$ cat config.mk
export PLATFORM = sky130hd
export DESIGN_NAME = gb_timer
export DESIGN_NICKNAME = d
export VERILOG_FILES = /design/src/rtl/gb_timer.sv
export SDC_FILE = /design/constraint.sdc
export NUM_CORES = 1
export LEC_CHECK = 0
export CORE_MARGIN = 4
export CORE_UTILIZATION = 48
export CTS_BUF_LIST = sky130_fd_sc_hd__clkbuf_16
export DETAILED_ROUTE_END_ITERATION = 10
export GPL_TIMING_DRIVEN = 0
export PLACE_DENSITY = 0.72
export SYNTH_ARGS = -nofsm -noshare
export SYNTH_HDL_FRONTEND = slang
export SYNTH_SLANG_ARGS = --single-unit
$ cat constraint.sdc
create_clock -name clk_in -period 2 [get_ports clk_in]
set_input_delay 0.2 -clock clk_in [delete_from_list [all_inputs] [get_ports clk_in]]
set_output_delay 0.2 -clock clk_in [all_outputs]
set_load 0.01 [all_outputs]
$ cat src/rtl/gb_timer.sv
// Game Boy timer block: DIV/TIMA/TMA/TAC registers, falling-edge driven TIMA
// scheduling and the overflow -> delayed TMA reload -> interrupt sequence.
module gb_timer #(
  parameter int RELOAD_DELAY = 4
) (
  input  logic       clk_in,
  input  logic       rst_in,
  input  logic       tick_in,
  input  logic [1:0] addr_in,
  input  logic       wr_en_in,
  input  logic [7:0] wr_data_in,
  output logic [7:0] rd_data_out,
  output logic       irq_out
);

  localparam int CNT_W = (RELOAD_DELAY > 1) ? $clog2(RELOAD_DELAY) : 1;
  localparam logic [CNT_W-1:0] DLY_LAST = CNT_W'(RELOAD_DELAY - 1);

  typedef enum logic [1:0] {
    RUN      = 2'd0,
    OVF_WAIT = 2'd1,
    RELOAD   = 2'd2
  } state_t;

  state_t           state, state_nxt;
  logic [15:0]      sys_cnt;
  logic [7:0]       tima, tima_nxt;
  logic [7:0]       tma;
  logic [2:0]       tac;
  logic [CNT_W-1:0] dly_cnt, dly_cnt_nxt;
  logic             tap_p0, tap_p1, tap_sel, fall;
  logic             wr_div, wr_tima, wr_tma, wr_tac;

  assign wr_div  = wr_en_in && (addr_in == 2'd0);
  assign wr_tima = wr_en_in && (addr_in == 2'd1);
  assign wr_tma  = wr_en_in && (addr_in == 2'd2);
  assign wr_tac  = wr_en_in && (addr_in == 2'd3);

  always_comb begin
    tap_sel = 1'b0;
    case (tac[1:0])
      2'b00: tap_sel = sys_cnt[9];
      2'b01: tap_sel = sys_cnt[3];
      2'b10: tap_sel = sys_cnt[5];
      2'b11: tap_sel = sys_cnt[7];
      default: tap_sel = 1'b0;
    endcase
  end

  // Stage 0: live tap; stage 1: tap registered one clk later. A 1->0 between
  // them is an increment event, whether it came from counting or a register write.
  assign tap_p0 = tap_sel & tac[2];
  assign fall   = tap_p1 & ~tap_p0;

  always_comb begin
    state_nxt   = state;
    dly_cnt_nxt = dly_cnt;
    tima_nxt    = tima;
    case (state)
      RUN: begin
        if (wr_tima) begin
          tima_nxt = wr_data_in;
        end else if (fall) begin
          tima_nxt = tima + 8'd1;
          if (tima == 8'hFF) begin
            state_nxt   = OVF_WAIT;
            dly_cnt_nxt = '0;
          end
        end
      end
      OVF_WAIT: begin
        if (wr_tima) begin
          tima_nxt  = wr_data_in;
          state_nxt = RUN;
        end else begin
          if (fall) tima_nxt = tima + 8'd1;
          if (tick_in) begin
            if (dly_cnt == DLY_LAST) begin
              state_nxt = RELOAD;
              tima_nxt  = tma;
            end else begin
              dly_cnt_nxt = dly_cnt + 1'b1;
            end
          end
        end
      end
      RELOAD: begin
        // TIMA already holds TMA here; only a TMA write can change it.
        state_nxt = RUN;
        if (wr_tma) tima_nxt = wr_data_in;
      end
      default: state_nxt = RUN;
    endcase
  end

  always_ff @(posedge clk_in) begin
    if (!rst_in) begin
      sys_cnt <= '0;
      tima    <= '0;
      tma     <= '0;
      tac     <= '0;
      tap_p1  <= 1'b0;
      state   <= RUN;
      dly_cnt <= '0;
    end else begin
      if (wr_div)       sys_cnt <= '0;
      else if (tick_in) sys_cnt <= sys_cnt + 16'd1;
      if (wr_tma) tma <= wr_data_in;
      if (wr_tac) tac <= wr_data_in[2:0];
      tap_p1  <= tap_p0;
      state   <= state_nxt;
      dly_cnt <= dly_cnt_nxt;
      tima    <= tima_nxt;
    end
  end

  assign irq_out = (state == RELOAD);

  always_comb begin
    rd_data_out = 8'h00;
    case (addr_in)
      2'd0: rd_data_out = sys_cnt[15:8];
      2'd1: rd_data_out = (state == OVF_WAIT) ? 8'h00 : tima;
      2'd2: rd_data_out = tma;
      2'd3: rd_data_out = {5'b11111, tac};
      default: rd_data_out = 8'h00;
    endcase
  end

endmodule

Word level (Yosys, flattened, before mapping)
Cells that the tools add are included.
Word-level totals
  output and inout port bits: 9
  bits in registers: 40
  bits of input ports: 14
Cells by class
  bitwise operators: 4
  reduce and logical (&&, ||, !) cells: 13
  mux-type cells: 24
  $add $sub $neg: 3
  equality and inequality tests: 19
Operators with widths (number)
  $mux 8: 7
  $pmux 8 s4: 1
  $mux 2: 12
  $pmux 8 s3: 1
  $add 16x1->16 const B: 1
  $eq 2x2->1 const B: 6
  $ne 2x2->1 const B: 6
  $add 8x1->8 const B: 1
  $eq 8x8->1 const B: 1
  $pmux 2 s2: 2
  $reduce_and 7->1: 1
  $eq 2x1->1 const B: 3
  $logic_not 2->1: 3
  $ne 3x3->1 const B: 2
  $reduce_and 5->1: 1
  $logic_and 1x1->1: 4
  $pmux 1 s4: 1
  $reduce_bool 3->1: 1
  $add 2x1->2 const B: 1
  $and 1x1->1: 2
  $ne 2x1->1 const B: 1
  $not 1->1: 2
  $reduce_and 2->1: 1
  $reduce_bool 2->1: 1
  $reduce_or 2->1: 1

Logic depth before layout (Yosys ltp)
Gate-level depths: netlist (run 1).
  depth after elaboration: 10
  mapped depth: 8

Least setup slack after synthesis (run 1)
Ideal clock, no wire load.
  path kind: flip-flop to flip-flop
  start point: reg state[0]
  end point: reg tima[4]
  period minus slack after synthesis: 1930 ps
  data arrival time: 1810 ps
  setup slack: 70 ps
  stages on the path, launching flop included: 8
  cells stage by stage: dfxtp_1 > inv_1 > ha_1 > clkbuf_1 > clkinv_1 > a221oi_1 > a221oi_1 > a211o_1
Between the ends
  word-level cells in the longest chain between the ends: 3
RTL lines
  start: declaration: RTL line 25  | state_t state, state_nxt;
  start signal: assignment: RTL line 111  | state <= state_nxt;
  $eq 2x2->1, or another cell as far along: RTL line 59  | case (state)
  $ne 2x1->1 (no line) or $reduce_bool 3->1 (tied branches)
  $reduce_and 2->1 (no line)
  end signal: assignment: RTL line 113  | tima <= tima_nxt;
  end: declaration: RTL line 27  | logic [7:0] tima, tima_nxt;
Several ways; a longest one is shown, not always the timed one.
A chain may end at the register's enable or synchronous reset.

Final worst setup path (run 1)
  start point: reg sys_cnt[7]
  end point: reg tima[7]
Between the ends
  word-level cells in the longest chain between the ends: 9
RTL lines
  start: declaration: RTL line 26  | logic [15:0] sys_cnt;
  start signal: assignment: RTL line 107  | else if (tick_in) sys_cnt <= sys_cnt + 16'd1;
  $pmux 1 s4 *: RTL line 41  | case (tac[1:0])
  $and 1x1->1 *: RTL line 52  | assign tap_p0 = tap_sel & tac[2];
  $not 1->1 *: RTL line 53  | assign fall = tap_p1 & ~tap_p0;
  $and 1x1->1 *: RTL line 53
  $mux 8 *: RTL line 76  | if (fall) tima_nxt = tima + 8'd1;
  $mux 8: RTL line 78  | if (dly_cnt == DLY_LAST) begin
  $mux 8: RTL line 77  | if (tick_in) begin
  $mux 8: RTL line 72  | if (wr_tima) begin
  $pmux 8 s3 *: RTL line 59
Mark *: on every way between the ends. The rest lies on a longest branch, timed or not.

==> results of run 1 <==
worst max-delay path by stage:
| stage | startpoint | endpoint | depth (start not counted) |
|---|---|---|---|
| after floorplan | state[0] | tima[4] | 7 |
| after global placement | addr_in[1] | rd_data_out[6] | 6 |
| after detailed placement | addr_in[1] | rd_data_out[4] | 6 |
| after CTS | addr_in[1] | tima[0] | 7 |
| after global routing | tac[0] | tima[7] | 5 |
| final | sys_cnt[7] | tima[7] | 5 |
stage by stage:
step	hold WS (ps)	setup TNS (ps)	cell area (µm²)	total power [mW]
floorplan	326	0	2500	0.963
global route	413	-109	3070	2.02
global placement	463	-6620	2770	1.05
finish	385	0	3070	1.97
detailed placement	469	-7580	2770	1.05
CTS	426	0	3060	1.97
registers in the layout, indices dropped and copies added (netlist names):
register,cells
sys_cnt,16
tima,8
tma,8
tac,3
dly_cnt,2
state,2
tap_p1,1
where the power goes:
part	switching [mW]	internal [mW]	total [mW]	leakage [nW]
logic	0.111	0.0884	0.200	0.750
registers	0.0239	0.817	0.841	0.326
clock network	0.341	0.586	0.928	0.0798
critical path: stages (launching register included):
cell	delay, ps
dfxtp_1	360
mux4_2	600
a2111oi_4	490
o221ai_1	160
a32oi_1	170
o32ai_1	90
cell usage after synthesis (all sizes together) (2+ instances only):
cell / count
dfxtp: 40
nand2: 37
nor2: 28
a21oi: 27
o21ai: 19
clkbuf: 12
inv: 12
nand3: 11
xor2: 11
o211ai: 8
a31oi: 7
and3: 7
ha: 7
nor2b: 7
nor3: 7
a211oi: 6
mux2i: 5
a221oi: 4
buf: 4
mux4: 4
nand2b: 4
nand4: 4
xnor2: 4
and4: 3
nand3b: 3
a21o: 2
a22o: 2
a311oi: 2
a32oi: 2
and2: 2
and3b: 2
clkinv: 2
nand4bb: 2
o221ai: 2
or3: 2
kinds of logic (layout without fill, tap and decap cells):
| group | Yosys count | after routing | share of synthesized area, % |
|---|---|---|---|
| XOR/XNOR | 15 | 15 | 5.26 |
| adder cells (fa/ha/maj) | 7 | 7 | 3.51 |
| AO/OA/AOI/OAI | 89 | 89 | 23.7 |
| multiplexers | 9 | 9 | 5.61 |
| buffers and inverters | 30 | 63 | 4.81 |
| flip-flops | 40 | 40 | 32.1 |
| AND/OR/NAND/NOR | 124 | 124 | 25.0 |
final cells by class:
class / count / area [µm²] / share of cell area [%]
Buffer: 15 / 101 / 3.30
Clock buffer: 5 / 125 / 4.07
Clock inverter: 3 / 42.5 / 1.38
Inverter: 14 / 56.3 / 1.83
Multi-Input combinational cell: 244 / 1640 / 53.2
Sequential cell: 40 / 805 / 26.2
Tap cell: 67 / 83.8 / 2.73
Timing Repair Buffer: 26 / 225 / 7.33
per-layer routing:
metal	wire [µm]	up-vias	global-route usage, %
met5	0	-	0
met4	108	0	5.41
met3	554	13	5.94
met2	3050	108	34.9
met1	3410	1176	33.4
li1	-	1212	-
what timing repair did:
item,CTS,global route
buffers inserted,7,0
resized for setup,36,16
pin swaps,3,2
setup endpoints to repair,17,27
==> run_summary.xml, run 1 <==
<?xml version="1.0" encoding="UTF-8"?>
<metrics>
  <group name="yosys">
    <metric name="netlist-cell-type-count" unit="">53</metric>
    <metric name="share_of_the_yosys_chip_area_belonging_to_registers" unit="%">32.1</metric>
    <metric name="yosysTopAreaCell" unit="">dfxtp_1</metric>
    <metric name="async_reset_ff_share" unit="%">0</metric>
    <metric name="synth_edf_count" unit="">0</metric>
    <metric name="postSynthNetCount" unit="">335</metric>
    <metric name="postSynth.topFlopCell" unit="">dfxtp_1</metric>
    <metric name="synth_cells" unit="">314</metric>
    <metric name="netlist_top_cells_area" unit="">dfxtp_1 32%, nand2_1 5.6%, a21oi_1 5.0%</metric>
    <metric name="syn-mean-instance-area" unit="µm²">7.95</metric>
    <metric name="yosys_warnings" unit="">0</metric>
    <metric name="synth.ff_latch_count" unit="">40</metric>
    <metric name="mappedNetlistArea" unit="µm²">2500</metric>
    <metric name="synth_top_area_share" unit="%">32.1</metric>
  </group>
  <group name="finish">
    <metric name="finalCoreUtilization" unit="%">63.0</metric>
    <metric name="post_route_cells_drive_above_1_share" unit="%">14.1</metric>
    <metric name="fillerInstances" unit="">453</metric>
    <metric name="final_cell_mix" unit="">37 x nand2_1, 37 x dfxtp_1, 27 x nor2_1, 25 x a21oi_1, 15 x o21ai_0</metric>
    <metric name="antenna-diode-count" unit="">0</metric>
    <metric name="final_nets" unit="">367</metric>
    <metric name="final_cell_count_no_fill" unit="">414</metric>
    <metric name="synthToLayoutAreaGrowth" unit="%">23.1</metric>
  </group>
  <group name="power">
    <metric name="power_leakage" unit="nW">1.16</metric>
    <metric name="total_power_density_per_cell_area" unit="nW/µm²">640</metric>
    <metric name="ir_drop" unit="V">0.000438</metric>
  </group>
  <group name="placement">
    <metric name="place.port_buffers" unit="">19</metric>
    <metric name="gp_congestion" unit="">0.984</metric>
    <metric name="detailedPlacementHpwl" unit="mm">5.17</metric>
    <metric name="dp_slack" unit="ps">-510</metric>
    <metric name="post-place-cells" unit="">400</metric>
  </group>
  <group name="cts">
    <metric name="clock_sink_count" unit="">40</metric>
    <metric name="tritoncts_clock_tree" unit="">done</metric>
    <metric name="cts-hold-fix-buffers" unit="">0</metric>
    <metric name="cts.reportedPaths.clkPinSlew" unit="ps">60</metric>
    <metric name="clk_buf_depth" unit="">2</metric>
    <metric name="clk-insertion-delay-late" unit="ps">290</metric>
    <metric name="cts-buffers-inserted" unit="">5</metric>
    <metric name="cts.htree.levels" unit="">2</metric>
    <metric name="cts-root-buf" unit="">clkbuf_16</metric>
  </group>
  <group name="run">
    <metric name="maxCapViolCount" unit="">0</metric>
  </group>
  <group name="detailed_routing">
    <metric name="totalWireLength" unit="mm">7.12</metric>
    <metric name="drt_iter0_markers" unit="">206</metric>
    <metric name="drtPass1Iterations" unit="">7</metric>
    <metric name="via_count_normalized_by_instance_count" unit="">6.06</metric>
    <metric name="drc" unit="">0</metric>
    <metric name="via_total_after_detailed_routing" unit="">2509</metric>
    <metric name="detail-route-antenna-nets" unit="">0</metric>
    <metric name="wl_per_cell" unit="µm">17.2</metric>
  </group>
  <group name="timing">
    <metric name="maxClockFrequency" unit="MHz">503</metric>
    <metric name="drv_slew" unit="">0</metric>
    <metric name="tightest_slew" unit="ps">539</metric>
    <metric name="hold_violations" unit="">0</metric>
    <metric name="grt_setup_unrepaired" unit="">true</metric>
    <metric name="setup_slack_of_the_critical_path_after_layout" unit="ps">11.2</metric>
    <metric name="setup_viol" unit="">0</metric>
    <metric name="finalCriticalPeriod" unit="ps">1990</metric>
    <metric name="slew_headroom" unit="%">63.9</metric>
    <metric name="min_period_over_period" unit="%">99.4</metric>
    <metric name="clock_skew" unit="ps">4.90</metric>
  </group>
  <group name="setup_path">
    <metric name="critPathMaxFanout" unit="">6</metric>
    <metric name="worst_setup_path_end_kind" unit="">flop</metric>
    <metric name="timing.rr.start" unit="">sys_cnt[7]</metric>
    <metric name="r2r.worst_path.cells" unit="">5</metric>
    <metric name="worstReg2RegEnd" unit="">tima[7]</metric>
    <metric name="r2r_setup_slack" unit="ps">10</metric>
    <metric name="worst-setup-path-type" unit="">flop to flop</metric>
    <metric name="worstPathRequired" unit="ps">2160</metric>
    <metric name="start_kind" unit="">flop</metric>
    <metric name="worst-endpoint-arrival" unit="ps">2150</metric>
  </group>
  <group name="global_routing">
    <metric name="gr-total-overflow" unit="">0</metric>
    <metric name="grt_antenna_before_repair" unit="">0</metric>
    <metric name="grt_first_pass_wirelength" unit="mm">11.6</metric>
    <metric name="grt_pass1_vias" unit="">2345</metric>
    <metric name="global_route.usage.total" unit="%">23.3</metric>
    <metric name="largest_net_degree_at_the_start_of_global_routing" unit="">14</metric>
  </group>
  <group name="floorplanning">
    <metric name="die-height" unit="µm">80.1</metric>
    <metric name="core-area" unit="µm²">4880</metric>
    <metric name="core.rowCount" unit="">25</metric>
    <metric name="boundaryPins" unit="">23</metric>
    <metric name="floorplan.die_area" unit="µm²">6420</metric>
    <metric name="initial_standard_cell_utilization_of_the_core" unit="%">51.2</metric>
    <metric name="die_width" unit="µm">80.1</metric>
  </group>
  <group name="worst_hold_path">
    <metric name="hold_path_class" unit="">primary input to flop</metric>
    <metric name="worst_hold_startpoint" unit="">addr_in[0]</metric>
    <metric name="min_delay_worst_endpoint" unit="">sys_cnt[8]</metric>
    <metric name="min_delay_path_depth" unit="">3</metric>
  </group>
  <group name="run_status">
    <metric name="outcome" unit="">finished clean</metric>
  </group>
</metrics>
Power figures use the tool's default switching activity.
==> run 2, diff against run 1 <==
- CTS_BUF_LIST: sky130_fd_sc_hd__clkbuf_16 -> sky130_fd_sc_hd__clkbuf_8 sky130_fd_sc_hd__clkbuf_16
- PLACE_DENSITY: 0.72 -> unset
- PLACE_DENSITY_LB_ADDON: unset -> 0.25
==> run 2 against run 1 <==
Compared with the run above: the run now ends with negative setup slack left; critical path type unchanged; via count grew 1.2%; sequential power hardly changed; first-iteration DRC count shrank 21%; core utilization is 1.1 points lower; setup slack lost 17 ps; clock-buffer cell count unchanged; critical path depth increased by 2.
==> run_summary.xml, run 2 (same netlist as run 1, synthesis figures left out) <==
<?xml version="1.0" encoding="UTF-8"?>
<metrics>
  <group name="global_routing">
    <metric name="grt_pass1_vias" unit="">2416</metric>
    <metric name="grt_antenna_before_repair" unit="">0</metric>
    <metric name="largest_net_degree_at_the_start_of_global_routing" unit="">14</metric>
    <metric name="gr-total-overflow" unit="">0</metric>
    <metric name="global_route.usage.total" unit="%">23.1</metric>
    <metric name="grt_first_pass_wirelength" unit="mm">11.6</metric>
  </group>
  <group name="power">
    <metric name="fin_total_pwr" unit="mW">1.72</metric>
    <metric name="total_power_density_per_cell_area" unit="nW/µm²">568</metric>
    <metric name="power_leakage" unit="nW">1.12</metric>
    <metric name="ir_drop" unit="V">0.000352</metric>
  </group>
  <group name="setup_path">
    <metric name="r2r_setup_slack" unit="ps">-6</metric>
    <metric name="timing.rr.start" unit="">state[0]</metric>
    <metric name="worst_setup_path_end_kind" unit="">flop</metric>
    <metric name="critPathLaunch" unit="">state[0]</metric>
    <metric name="worstPathRequired" unit="ps">2250</metric>
    <metric name="worst_path_max_delay_cell" unit="">or3_1</metric>
    <metric name="worstReg2RegEnd" unit="">tima[0]</metric>
    <metric name="r2r.worst_path.cells" unit="">7</metric>
    <metric name="start_kind" unit="">flop</metric>
    <metric name="critPathMaxFanout" unit="">9</metric>
    <metric name="worst-endpoint-arrival" unit="ps">2250</metric>
    <metric name="cells_traversed_along_the_worst_timing_path" unit="">inv_1, ha_2, inv_2, o211ai_4, or3_1, o41ai_2, a22o_1</metric>
    <metric name="crit_path_max_incr_delay" unit="ps">460</metric>
    <metric name="worst-setup-path-type" unit="">flop to flop</metric>
  </group>
  <group name="placement">
    <metric name="gp_congestion" unit="">0.947</metric>
    <metric name="detailedPlacementHpwl" unit="mm">5.12</metric>
    <metric name="place.port_buffers" unit="">19</metric>
    <metric name="post-place-cells" unit="">400</metric>
  </group>
  <group name="timing">
    <metric name="setup_viol" unit="">1</metric>
    <metric name="hold_violations" unit="">0</metric>
    <metric name="min_period_over_period" unit="%">100</metric>
    <metric name="setup_slack_of_the_critical_path_after_layout" unit="ps">-5.53</metric>
    <metric name="hold_ws" unit="ps">385</metric>
    <metric name="clock_skew" unit="ps">6.07</metric>
    <metric name="tightest_slew" unit="ps">571</metric>
    <metric name="finalCriticalPeriod" unit="ps">2010</metric>
    <metric name="slew_headroom" unit="%">61.8</metric>
    <metric name="drv_slew" unit="">0</metric>
    <metric name="maxClockFrequency" unit="MHz">499</metric>
  </group>
  <group name="floorplanning">
    <metric name="core-area" unit="µm²">4880</metric>
    <metric name="boundaryPins" unit="">23</metric>
    <metric name="die-height" unit="µm">80.1</metric>
    <metric name="floorplan.die_area" unit="µm²">6420</metric>
    <metric name="core.rowCount" unit="">25</metric>
    <metric name="die_width" unit="µm">80.1</metric>
    <metric name="initial_standard_cell_utilization_of_the_core" unit="%">51.2</metric>
  </group>
  <group name="detailed_routing">
    <metric name="drtPass1Iterations" unit="">4</metric>
    <metric name="totalWireLength" unit="mm">7.14</metric>
    <metric name="wl_per_cell" unit="µm">17.3</metric>
    <metric name="drc" unit="">0</metric>
    <metric name="detail-route-antenna-nets" unit="">0</metric>
    <metric name="via_total_after_detailed_routing" unit="">2540</metric>
    <metric name="via_count_normalized_by_instance_count" unit="">6.15</metric>
    <metric name="drt_iter0_markers" unit="">162</metric>
  </group>
  <group name="worst_hold_path">
    <metric name="worst_hold_startpoint" unit="">tick_in</metric>
    <metric name="min_delay_worst_endpoint" unit="">sys_cnt[1]</metric>
    <metric name="hold_path_class" unit="">primary input to flop</metric>
    <metric name="min_delay_path_depth" unit="">3</metric>
  </group>
  <group name="finish">
    <metric name="final_cell_count_no_fill" unit="">413</metric>
    <metric name="number_of_flip_flops_in_the_largest_register" unit="">16</metric>
    <metric name="reg.largest.list" unit="">sys_cnt: 16 flops, tima: 8 flops, tma: 8 flops</metric>
    <metric name="top_register" unit="">sys_cnt</metric>
    <metric name="antenna-diode-count" unit="">0</metric>
    <metric name="final_nets" unit="">366</metric>
    <metric name="fillerInstances" unit="">445</metric>
    <metric name="layout_commonest_cell" unit="">nand2_1</metric>
    <metric name="finalCoreUtilization" unit="%">61.9</metric>
    <metric name="post_route_cells_drive_above_1_share" unit="%">14.7</metric>
    <metric name="final_cell_mix" unit="">37 x nand2_1, 35 x dfxtp_1, 28 x nor2_1, 23 x a21oi_1, 16 x o21ai_0</metric>
    <metric name="synthToLayoutAreaGrowth" unit="%">21.0</metric>
  </group>
  <group name="cts">
    <metric name="cts-hold-fix-buffers" unit="">0</metric>
    <metric name="clk_buf_depth" unit="">2</metric>
    <metric name="cts.reportedPaths.clkPinSlew" unit="ps">80</metric>
    <metric name="tritoncts_clock_tree" unit="">done</metric>
    <metric name="clk-insertion-delay-late" unit="ps">300</metric>
    <metric name="cts-root-buf" unit="">clkbuf_8</metric>
    <metric name="cts-buffers-inserted" unit="">5</metric>
    <metric name="clock_sink_count" unit="">40</metric>
    <metric name="cts.htree.levels" unit="">2</metric>
  </group>
  <group name="run_status">
    <metric name="outcome" unit="">finished, violations left</metric>
    <metric name="violations_in_the_final_reports" unit="">negative setup slack</metric>
  </group>
  <group name="run">
    <metric name="maxCapViolCount" unit="">0</metric>
  </group>
</metrics>
==> run 2: cell types whose count changed in the layout (fill, tap and decap cells not counted), sizes merged <==
cell	previous run	this run
clkbuf	16	17
buf	14	11
clkdlybuf4s15	1	3
dlygate4sd2	4	3
==> run 2: power by group <==
group	leakage, nW	internal (mW)	switching, mW
logic	0.743	0.0850	0.110
registers	0.327	0.816	0.0234
clock network	0.0541	0.370	0.312
==> run 2: worst max path at each step <==
stage | to | cells after the start
2_1_floorplan | tima[4] | 7
3_5_place_dp | rd_data_out[6] | 6
6_report | tima[0] | 7
5_1_grt | tima[0] | 7
4_1_cts | rd_data_out[1] | 6
3_3_place_gp | rd_data_out[6] | 6
==> run 2: final cells by class <==
| cell class | count | area (µm²) | share of cell area [%] |
|---|---|---|---|
| Buffer | 15 | 90.1 | 2.98 |
| Clock buffer | 5 | 68.8 | 2.28 |
| Clock inverter | 3 | 42.5 | 1.41 |
| Inverter | 14 | 53.8 | 1.78 |
| Multi-Input combinational cell | 244 | 1650 | 54.7 |
| Sequential cell | 40 | 807 | 26.7 |
| Tap cell | 67 | 83.8 | 2.77 |
| Timing Repair Buffer | 25 | 224 | 7.41 |
==> run 2: repair_timing <==
action / 4_1_cts / 5_1_grt
resized for setup: 31 / 20
endpoints found under the setup margin: 17 / 18
pin swaps: 2 / 2
buffers inserted: 4 / 2
==> run 2: per-stage QoR <==
stage,worst slack [ps],setup TNS [ps],area (µm²)
floorplan,70.2,0,2500
CTS,-2.77,-2.77,2980
detailed placement,-474,-6820,2770
global route,-90.9,-90.9,3020
finish,-5.53,-5.53,3020
global placement,-483,-6530,2770
==> run 2: per-layer routing <==
layer,share of wire (%),global-route usage [%],up-vias
met3,7.2,3.92,17
met1,45,32.2,1202
met5,0,0,-
met4,2.3,8.95,0
met2,45,35.4,112
li1,-,-,1209
==> run 2: critical path: cells and delay by family (launching register included) <==
kind,cells,cell delay [ps]
AO/OA/AOI/OAI,3,660
AND/OR/NAND/NOR,1,460
adder cells (fa/ha/maj),1,270
buffers and inverters,2,200
flip-flops,1,370
==> run 3, diff against run 2 <==
- CORE_ASPECT_RATIO: unset -> 0.7
==> run 3 against run 2 <==
Compared with the run above: highest routed layer unchanged; sequential power hardly changed; setup slack better by 6.4 ps; the flow now finishes without violations; largest cell class unchanged; final cell count up 0.73%; clock-buffer cell count unchanged; sequential share of layout area is 0.36 points lower; non-clock buffer count increased by 1; clock skew grew 1.7 ps; combinational power is 4% higher.
==> run_summary.xml, run 3 (same netlist as run 1, synthesis figures left out) <==
<?xml version="1.0" encoding="UTF-8"?>
<metrics>
  <group name="power">
    <metric name="fin_total_pwr" unit="mW">1.72</metric>
    <metric name="power_leakage" unit="nW">1.13</metric>
    <metric name="total_power_density_per_cell_area" unit="nW/µm²">562</metric>
    <metric name="ir_drop" unit="V">0.000276</metric>
  </group>
  <group name="timing">
    <metric name="slew_headroom" unit="%">60.9</metric>
    <metric name="min_period_over_period" unit="%">100</metric>
    <metric name="grt_setup_unrepaired" unit="">true</metric>
    <metric name="finalCriticalPeriod" unit="ps">2000</metric>
    <metric name="tightest_slew" unit="ps">581</metric>
    <metric name="maxClockFrequency" unit="MHz">500</metric>
    <metric name="hold_violations" unit="">0</metric>
    <metric name="hold_ws" unit="ps">405</metric>
    <metric name="setup_viol" unit="">0</metric>
    <metric name="drv_slew" unit="">0</metric>
    <metric name="clock_skew" unit="ps">7.75</metric>
  </group>
  <group name="cts">
    <metric name="cts.reportedPaths.clkPinSlew" unit="ps">90</metric>
    <metric name="cts.htree.levels" unit="">2</metric>
    <metric name="cts-root-buf" unit="">clkbuf_8</metric>
    <metric name="tritoncts_clock_tree" unit="">done</metric>
    <metric name="clk_buf_depth" unit="">2</metric>
    <metric name="clock_sink_count" unit="">40</metric>
    <metric name="cts-buffers-inserted" unit="">5</metric>
    <metric name="clk-insertion-delay-late" unit="ps">290</metric>
  </group>
  <group name="setup_path">
    <metric name="critPathLaunch" unit="">tac[0]</metric>
    <metric name="worst-setup-path-type" unit="">flop to flop</metric>
    <metric name="timing.rr.start" unit="">tac[0]</metric>
    <metric name="r2r.worst_path.cells" unit="">5</metric>
    <metric name="worstPathRequired" unit="ps">2170</metric>
    <metric name="start_kind" unit="">flop</metric>
    <metric name="worst_setup_path_end_kind" unit="">flop</metric>
    <metric name="worst-endpoint-arrival" unit="ps">2170</metric>
    <metric name="critPathMaxFanout" unit="">4</metric>
  </group>
  <group name="floorplanning">
    <metric name="initial_standard_cell_utilization_of_the_core" unit="%">50.8</metric>
    <metric name="die-height" unit="µm">68.4</metric>
    <metric name="core-area" unit="µm²">4910</metric>
    <metric name="floorplan.die_area" unit="µm²">6440</metric>
    <metric name="boundaryPins" unit="">23</metric>
    <metric name="core.rowCount" unit="">21</metric>
    <metric name="die_width" unit="µm">94.2</metric>
  </group>
  <group name="detailed_routing">
    <metric name="drc" unit="">0</metric>
    <metric name="detail-route-antenna-nets" unit="">0</metric>
    <metric name="drtPass1Iterations" unit="">5</metric>
    <metric name="drt_iter0_markers" unit="">265</metric>
    <metric name="via_total_after_detailed_routing" unit="">2540</metric>
    <metric name="via_count_normalized_by_instance_count" unit="">6.11</metric>
    <metric name="wl_per_cell" unit="µm">17.5</metric>
    <metric name="totalWireLength" unit="mm">7.29</metric>
  </group>
  <group name="placement">
    <metric name="detailedPlacementHpwl" unit="mm">5.31</metric>
    <metric name="place.port_buffers" unit="">19</metric>
    <metric name="gp_congestion" unit="">1.00</metric>
  </group>
  <group name="worst_hold_path">
    <metric name="worst_hold_startpoint" unit="">tick_in</metric>
    <metric name="hold_path_class" unit="">primary input to flop</metric>
    <metric name="min_delay_path_depth" unit="">3</metric>
  </group>
  <group name="finish">
    <metric name="antenna-diode-count" unit="">0</metric>
    <metric name="finalCoreUtilization" unit="%">62.2</metric>
    <metric name="synthToLayoutAreaGrowth" unit="%">22.3</metric>
    <metric name="final_cell_mix" unit="">37 x nand2_1, 37 x dfxtp_1, 27 x nor2_1, 22 x a21oi_1, 16 x o21ai_0</metric>
    <metric name="reg.largest.list" unit="">sys_cnt: 16 flops, tima: 8 flops, tma: 8 flops</metric>
    <metric name="post_route_cells_drive_above_1_share" unit="%">16.4</metric>
    <metric name="final_nets" unit="">367</metric>
    <metric name="top_register" unit="">sys_cnt</metric>
    <metric name="fillerInstances" unit="">461</metric>
    <metric name="number_of_flip_flops_in_the_largest_register" unit="">16</metric>
  </group>
  <group name="run_status">
    <metric name="outcome" unit="">finished clean</metric>
  </group>
  <group name="run">
    <metric name="maxCapViolCount" unit="">0</metric>
  </group>
  <group name="global_routing">
    <metric name="grt_pass1_vias" unit="">2247</metric>
    <metric name="largest_net_degree_at_the_start_of_global_routing" unit="">14</metric>
    <metric name="global_route.usage.total" unit="%">23.0</metric>
    <metric name="grt_antenna_before_repair" unit="">0</metric>
    <metric name="gr-total-overflow" unit="">0</metric>
    <metric name="grt_first_pass_wirelength" unit="mm">11.4</metric>
  </group>
</metrics>
run 3: cell type report:
type | instances | area (µm²) | share of cell area [%]
Tap cell | 69 | 86.3 | 2.83
Sequential cell | 40 | 805 | 26.3
Clock buffer | 5 | 68.8 | 2.25
Multi-Input combinational cell | 244 | 1680 | 54.9
Inverter | 14 | 53.8 | 1.76
Timing Repair Buffer | 26 | 219 | 7.17
Buffer | 15 | 101 | 3.32
Clock inverter | 3 | 42.5 | 1.39
run 3: report_power, final:
part / total (mW) / switching (mW) / internal, mW
registers: 0.842 / 0.0254 / 0.816
logic: 0.202 / 0.114 / 0.0883
clock network: 0.673 / 0.304 / 0.370
total: 1.72 / 0.443 / 1.27
run 3: layer usage:
metal	GRT usage [%]	share of wire, %
met1	34.9	47
met2	34.1	42
met3	5.05	9.9
met4	2.70	0.91
met5	0	0
run 3: per-stage QoR:
| step | worst slack (ps) | std cells | instance area, µm² | TNS, ps |
|---|---|---|---|---|
| floorplan | 70.2 | 314 | 2500 | 0 |
| global placement | -495 | 402 | 2770 | -6620 |
| detailed placement | -545 | 402 | 2770 | -7600 |
| CTS | 6.52 | 415 | 3010 | 0 |
| global route | -97.4 | 416 | 3050 | -222 |
| finish | 0.896 | 416 | 3050 | 0 |
run 3: what timing repair did:
| item | 4_1_cts | 5_1_grt |
|---|---|---|
| pin swaps | 3 | 0 |
| buffers inserted | 6 | 1 |
| hold buffers | 0 | 0 |
| resized for setup | 34 | 25 |
| setup endpoints to repair | 16 | 26 |
run 3: worst max-delay path: stages, from the launching register on:
cell	delay, ps
dfxtp_2	360
mux4_2	600
a2111oi_4	450
o221ai_1	190
a32oi_1	180
o32ai_1	90
run 3: final timing paths:
| check | endpoint | slack (ps) |
|---|---|---|
| max | tima[7] | 0.9 |
| min | sys_cnt[1] | 410 |
| max reg2reg | tima[7] | 0.9 |
| min reg2reg | tma[1] | 490 |
